`config.mk`:
```
export PLATFORM = sky130hd
export DESIGN_NAME = fetch_unit
export DESIGN_NICKNAME = d
export VERILOG_FILES = /design/src/rtl/fetch_unit.sv
export SDC_FILE = /design/constraint.sdc
export NUM_CORES = 1
export LEC_CHECK = 0
export CAP_MARGIN = 10
export CORE_ASPECT_RATIO = 1.2
export CORE_MARGIN = 5
export CORE_UTILIZATION = 30
export DETAILED_ROUTE_END_ITERATION = 12
export GPL_ROUTABILITY_DRIVEN = 0
export RECOVER_POWER = 50
export SYNTH_ARGS = -nofsm -noshare
export SYNTH_HDL_FRONTEND = slang
export SYNTH_SLANG_ARGS = --single-unit
```
`constraint.sdc`:
```
create_clock -name clk -period 3.4 [get_ports clk]
set_clock_uncertainty 0.2 [all_clocks]
set_input_delay 0.68 -clock clk [delete_from_list [all_inputs] [get_ports clk]]
set_output_delay 0.68 -clock clk [all_outputs]
set_load 0.005 [all_outputs]
```
`src/rtl/fetch_unit.sv`:
```
// ============================================================================
// Module      : fetch_unit
// Description : Instruction-fetch stage with credit-limited request issue,
//               in-order response FIFO and branch redirect/flush handling.
//               Optional performance counters enabled by FETCH_PERF_EN.
// Revision    : 1.0 - initial release
// ============================================================================
`default_nettype none

module fetch_unit #(
    parameter int PC_W      = 10,
    parameter int INST_W    = 32,
    parameter int RESET_PC  = 0,
    parameter int BUF_DEPTH = 4
) (
    input  logic              clk,
    input  logic              rst,
    input  logic              stall,
    input  logic              redirect,
    input  logic [PC_W-1:0]   redirect_pc,
    output logic              imem_req,
    output logic [PC_W-1:0]   imem_addr,
    input  logic              imem_ready,
    input  logic              imem_valid,
    input  logic [INST_W-1:0] imem_rdata,
    output logic [INST_W-1:0] instruction,
    output logic [PC_W-1:0]   PC,
    output logic              inst_valid,
    output logic              flush,
    output logic [15:0]       perf_bubbles,
    output logic [15:0]       perf_redirects
);

    localparam int c_PTR_W = $clog2(BUF_DEPTH);
    localparam int c_CNT_W = c_PTR_W + 1;

    logic [PC_W-1:0]    r_fetch_pc;
    logic [PC_W-1:0]    r_resp_pc;
    logic [PC_W-1:0]    r_buf_pc   [BUF_DEPTH];
    logic [INST_W-1:0]  r_buf_inst [BUF_DEPTH];
    logic [c_PTR_W-1:0] r_rd_ptr;
    logic [c_PTR_W-1:0] r_wr_ptr;
    logic [c_CNT_W-1:0] r_count;
    logic [c_CNT_W-1:0] r_outstanding;
    logic [c_CNT_W-1:0] r_drop_cnt;

    logic [c_CNT_W:0]   w_inflight;
    logic               w_req;
    logic               w_accept;
    logic               w_resp;
    logic               w_push;
    logic               w_pop;
    logic               w_has;

    // Credits cover both buffered entries and requests still in flight
    assign w_inflight = {1'b0, r_count} + {1'b0, r_outstanding};
    assign w_req      = !rst && !redirect && (w_inflight < (c_CNT_W+1)'(BUF_DEPTH));
    assign w_accept   = w_req && imem_ready;
    assign w_resp     = imem_valid && (r_outstanding != '0);
    assign w_push     = w_resp && (r_drop_cnt == '0) && !redirect;
    assign w_has      = (r_count != '0);
    assign w_pop      = w_has && !stall && !redirect;

    assign imem_req    = w_req;
    assign imem_addr   = r_fetch_pc;
    assign flush       = redirect;
    assign inst_valid  = w_has;
    assign instruction = w_has ? r_buf_inst[r_rd_ptr] : '0;
    assign PC          = w_has ? r_buf_pc[r_rd_ptr] + PC_W'(1) : '0;

    always_ff @(posedge clk) begin
        if (rst) begin
            r_fetch_pc    <= PC_W'(RESET_PC);
            r_resp_pc     <= PC_W'(RESET_PC);
            r_rd_ptr      <= '0;
            r_wr_ptr      <= '0;
            r_count       <= '0;
            r_outstanding <= '0;
            r_drop_cnt    <= '0;
        end else begin
            if (w_accept) begin
                r_fetch_pc <= r_fetch_pc + PC_W'(1);
            end
            case ({w_accept, w_resp})
                2'b10:   r_outstanding <= r_outstanding + c_CNT_W'(1);
                2'b01:   r_outstanding <= r_outstanding - c_CNT_W'(1);
                default: r_outstanding <= r_outstanding;
            endcase
            if (redirect) begin
                // Every request issued before the redirect must be discarded,
                // including one whose response arrives this very cycle.
                r_fetch_pc <= redirect_pc;
                r_resp_pc  <= redirect_pc;
                r_rd_ptr   <= '0;
                r_wr_ptr   <= '0;
                r_count    <= '0;
                r_drop_cnt <= r_outstanding - c_CNT_W'(w_resp);
            end else begin
                if (w_push) begin
                    r_wr_ptr  <= r_wr_ptr + c_PTR_W'(1);
                    r_resp_pc <= r_resp_pc + PC_W'(1);
                end
                if (w_pop) begin
                    r_rd_ptr <= r_rd_ptr + c_PTR_W'(1);
                end
                case ({w_push, w_pop})
                    2'b10:   r_count <= r_count + c_CNT_W'(1);
                    2'b01:   r_count <= r_count - c_CNT_W'(1);
                    default: r_count <= r_count;
                endcase
                if (w_resp && (r_drop_cnt != '0)) begin
                    r_drop_cnt <= r_drop_cnt - c_CNT_W'(1);
                end
            end
        end
    end

    // Storage needs no reset; occupancy is tracked by r_count
    always_ff @(posedge clk) begin
        if (w_push) begin
            r_buf_pc[r_wr_ptr]   <= r_resp_pc;
            r_buf_inst[r_wr_ptr] <= imem_rdata;
        end
    end

`ifdef FETCH_PERF_EN
    logic [15:0] r_perf_bubbles;
    logic [15:0] r_perf_redirects;

    always_ff @(posedge clk) begin
        if (rst) begin
            r_perf_bubbles   <= '0;
            r_perf_redirects <= '0;
        end else begin
            if (!w_has && !stall && (r_perf_bubbles != 16'hFFFF)) begin
                r_perf_bubbles <= r_perf_bubbles + 16'd1;
            end
            if (redirect && (r_perf_redirects != 16'hFFFF)) begin
                r_perf_redirects <= r_perf_redirects + 16'd1;
            end
        end
    end

    assign perf_bubbles   = r_perf_bubbles;
    assign perf_redirects = r_perf_redirects;
`else
    assign perf_bubbles   = 16'd0;
    assign perf_redirects = 16'd0;
`endif

endmodule

`default_nettype wire
```
==> metrics <==
Worst-Margin Slew around 1.2 ns; Placed Area between 10000 and 15000 um^2; fin area 11100 um^2; initial antenna violation count 1; Initial Utilization a little under a third; FP Rows between 60 and 70; Most used DFF post-synth edfxtp_1; synthesized-area fraction occupied by adder cells between 2 and 3%; CP Data Required Time between 2 and 3 ns; RSZ-0062 raised after global routing false; number of CTS-inserted buffers 23; PortBufs just over 100; Simple-Gate Fraction of Synth Area under 10%; Max transition margin roughly 22%; io pins between 100 and 150; Max Slew Vio Count 0; antenna cells 0; HP Class flip-flop to flip-flop; Tcrit/Tclk final 97.6%; die width 165 um; Clock Sinks 203; Top cell by count, worst path buf_4; most frequent cells after synthesis edfxtp_1, mux4_2, and2_1; area share of the largest cell type after synthesis 58.4%; XOR/XNOR Fraction of Synth Area a little under 2%; CP delay by family, top simple AND/OR/NAND/NOR gates; number of flops mapped to enable cells by yosys approximately 170; Reg clk slew, reported paths 0.06 ns; Nets 754; Slowest Stage Delay on Critical Path around 0.50 ns; Syn Inst Count approximately 550; die height between 150 and 200 um; Final ANT Viol Nets 0; drt first-iter violations about 190; Floorplan Core Area 28600 um^2; crit path launch type flip-flop; FF-to-FF path depth 5; Post-synth ARST share 0%; clock buffer depth 3; Critical Path AT approximately 2.4 ns; post-synthesis mux area share between 10 and 15%; drt pass-1 iters 4; DR vias slightly below 5000; Hold Fails Final Rpt 0; vias in the first global route roughly 5000; Hold WS between 0.3 and 0.4 ns; sequential fraction of the synthesis area approximately two thirds; All-Layer GR Usage 10.9%; Fmax about 0.3 GHz; CTS tree yes; critical path type flip-flop to output port; main area contributors after synthesis edfxtp_1, mux4_2, dfxtp_1; Worst path slowest cell or4_1; final setup violation count 0; status finished clean; cell with the most instances after synthesis edfxtp_1; Synth Area per Inst about 16 um^2; worst hold path depth 2; flop-to-flop setup slack roughly 0.80 ns; crit path buf inv count 3; Compound-Gate Fraction of Synth Area under 10%; #FFs+latches synth around 200; post-synth top area cell edfxtp_1; Leakage between 3 and 4 nW; Area Overhead vs Synth 27.9%; global-route wire length before repair approximately 28 mm; Max Cap Viol 0; largest net degree at the start of global routing 30; post-cts hold buffer count 0; Clock Root Buffer clkbuf_16; VDD IR max approximately 0.24 mV; WL/cell ~16 um; DIE AREA 32300 um^2; Worst setup EP type output port; Clk Latency, worst-skew pair 0.50 ns; worst path cell trace buf_4 -> buf_4 -> mux4_2 -> nand3_4 -> or4_1 -> a21oi_2 -> buf_2; Power Dens Cells about 530 nW/um^2; Synth Cell Area ~8600 um^2; R2R Path Start r_outstanding[2]; layout cell share with drive strength beyond 1 20.4%; R2R Path End imem_addr[9]; Yosys cell types 48; largest family of logic cells by synthesized area multiplexers; H-tree depth 1; largest fanout on the critical path 6; DRC 0; via/cell ratio ~4.5; hold_sp imem_addr[9]; Final Critical Period 3.32 ns; DP Wirelength 11.9 mm; hold path endpoint imem_addr[9]; Routed WL 17.9 mm; Synth Warn # 0; GRT overflow 0
[flip-flops by register name, indices dropped and copies added, names as in the netlist, named ones only]
signal / flops
imem_addr: 10
r_drop_cnt: 3
r_count: 3
r_wr_ptr: 2
r_buf_inst: 128
r_rd_ptr: 2
r_buf_pc: 40
r_resp_pc: 10
r_outstanding: 3
[final cells by class]
type / instances / area (um^2)
clock buffer: 28 / 647
clock inverter: 14 / 123
fill: 2738 / 17500
inverter: 21 / 78.8
multi-input combinational: 297 / 2650
sequential: 203 / 5750
tap: 385 / 482
timing repair buffer: 143 / 1320
[logic make-up after synthesis]
kind of cell	Yosys count
flops	203
simple gates	121
buf+inv	77
compound gates	65
mux	43
xor+xnor	19
fa+ha+maj	17
other cells	1
[worst max-delay path by stage]
stage	slack (ns)	depth (start not counted)	start	to
2_1_floorplan	0.40	4	imem_valid	r_buf_inst[0][0]
3_3_place_gp	0.13	4	flip-flop	PC[7]
3_5_place_dp	0.14	4	flip-flop	PC[7]
4_1_cts	-0.18	8	flip-flop	PC[9]
5_1_grt	0.0009	5	flip-flop	instruction[20]
6_report	0.08	7	flip-flop	PC[7]
[worst min-delay path: cells and delay by family, from the launching register on]
family         cells  cell delay, ns
flip-flops         1            0.33
AO/OA/AOI/OAI      2            0.13
[placed cells by master (no fill, tap or decap), types with 9 or more instances in the layout]
master and n:
a21oi_1 14, a31oi_1 11, and2_1 35, buf_4 32, clkbuf_16 24, clkdlybuf4s50_1 59, conb_1 32, dfxtp_1 33
dlygate4sd3_1 34, edfxtp_1 168, ha_1 14, inv_1 20, mux4_2 42, nand2_1 10, nand3_1 9, nor2_1 17
o21ai_0 16, xor2_1 11
[routing by layer]
layer	up-vias	part of all wire (%)	GRT usage (%)
met3	18	4.9	2.25
met5	-	0.039	0
met2	112	50	18.9
li1	2320	-	-
met1	2457	44	14.1
met4	2	1.5	2.65
[report_power, final]
| group | internal (W) | switching [W] |
|---|---|---|
| sequential | 0.00279 | 0.0000570 |
| clock | 0.00145 | 0.00100 |
| combinational | 0.000265 | 0.000287 |
| total | 0.00450 | 0.00135 |
[stage by stage]
step                      setup slack, ns  total power [W]  utilization [%]  cells  TNS (ns)
after floorplan                     0.396          0.00324                -    577         0
after CTS                          -0.178          0.00593             38.7   1091    -0.178
after detailed placement            0.137          0.00346             35.5   1037         0
after global placement              0.132          0.00345             35.5   1037         0
final                              0.0803          0.00585             38.7   1091         0
after global routing             0.000929          0.00608             38.7   1091         0
[what timing repair did]
| action | 4_1_cts | 5_1_grt |
|---|---|---|
| gates resized for setup | 31 | 4 |
| setup buffers | 12 | 0 |
| pin swaps | 4 | 1 |
| setup endpoints to repair | 28 | 33 |
(Power assumes the default switching activity.)
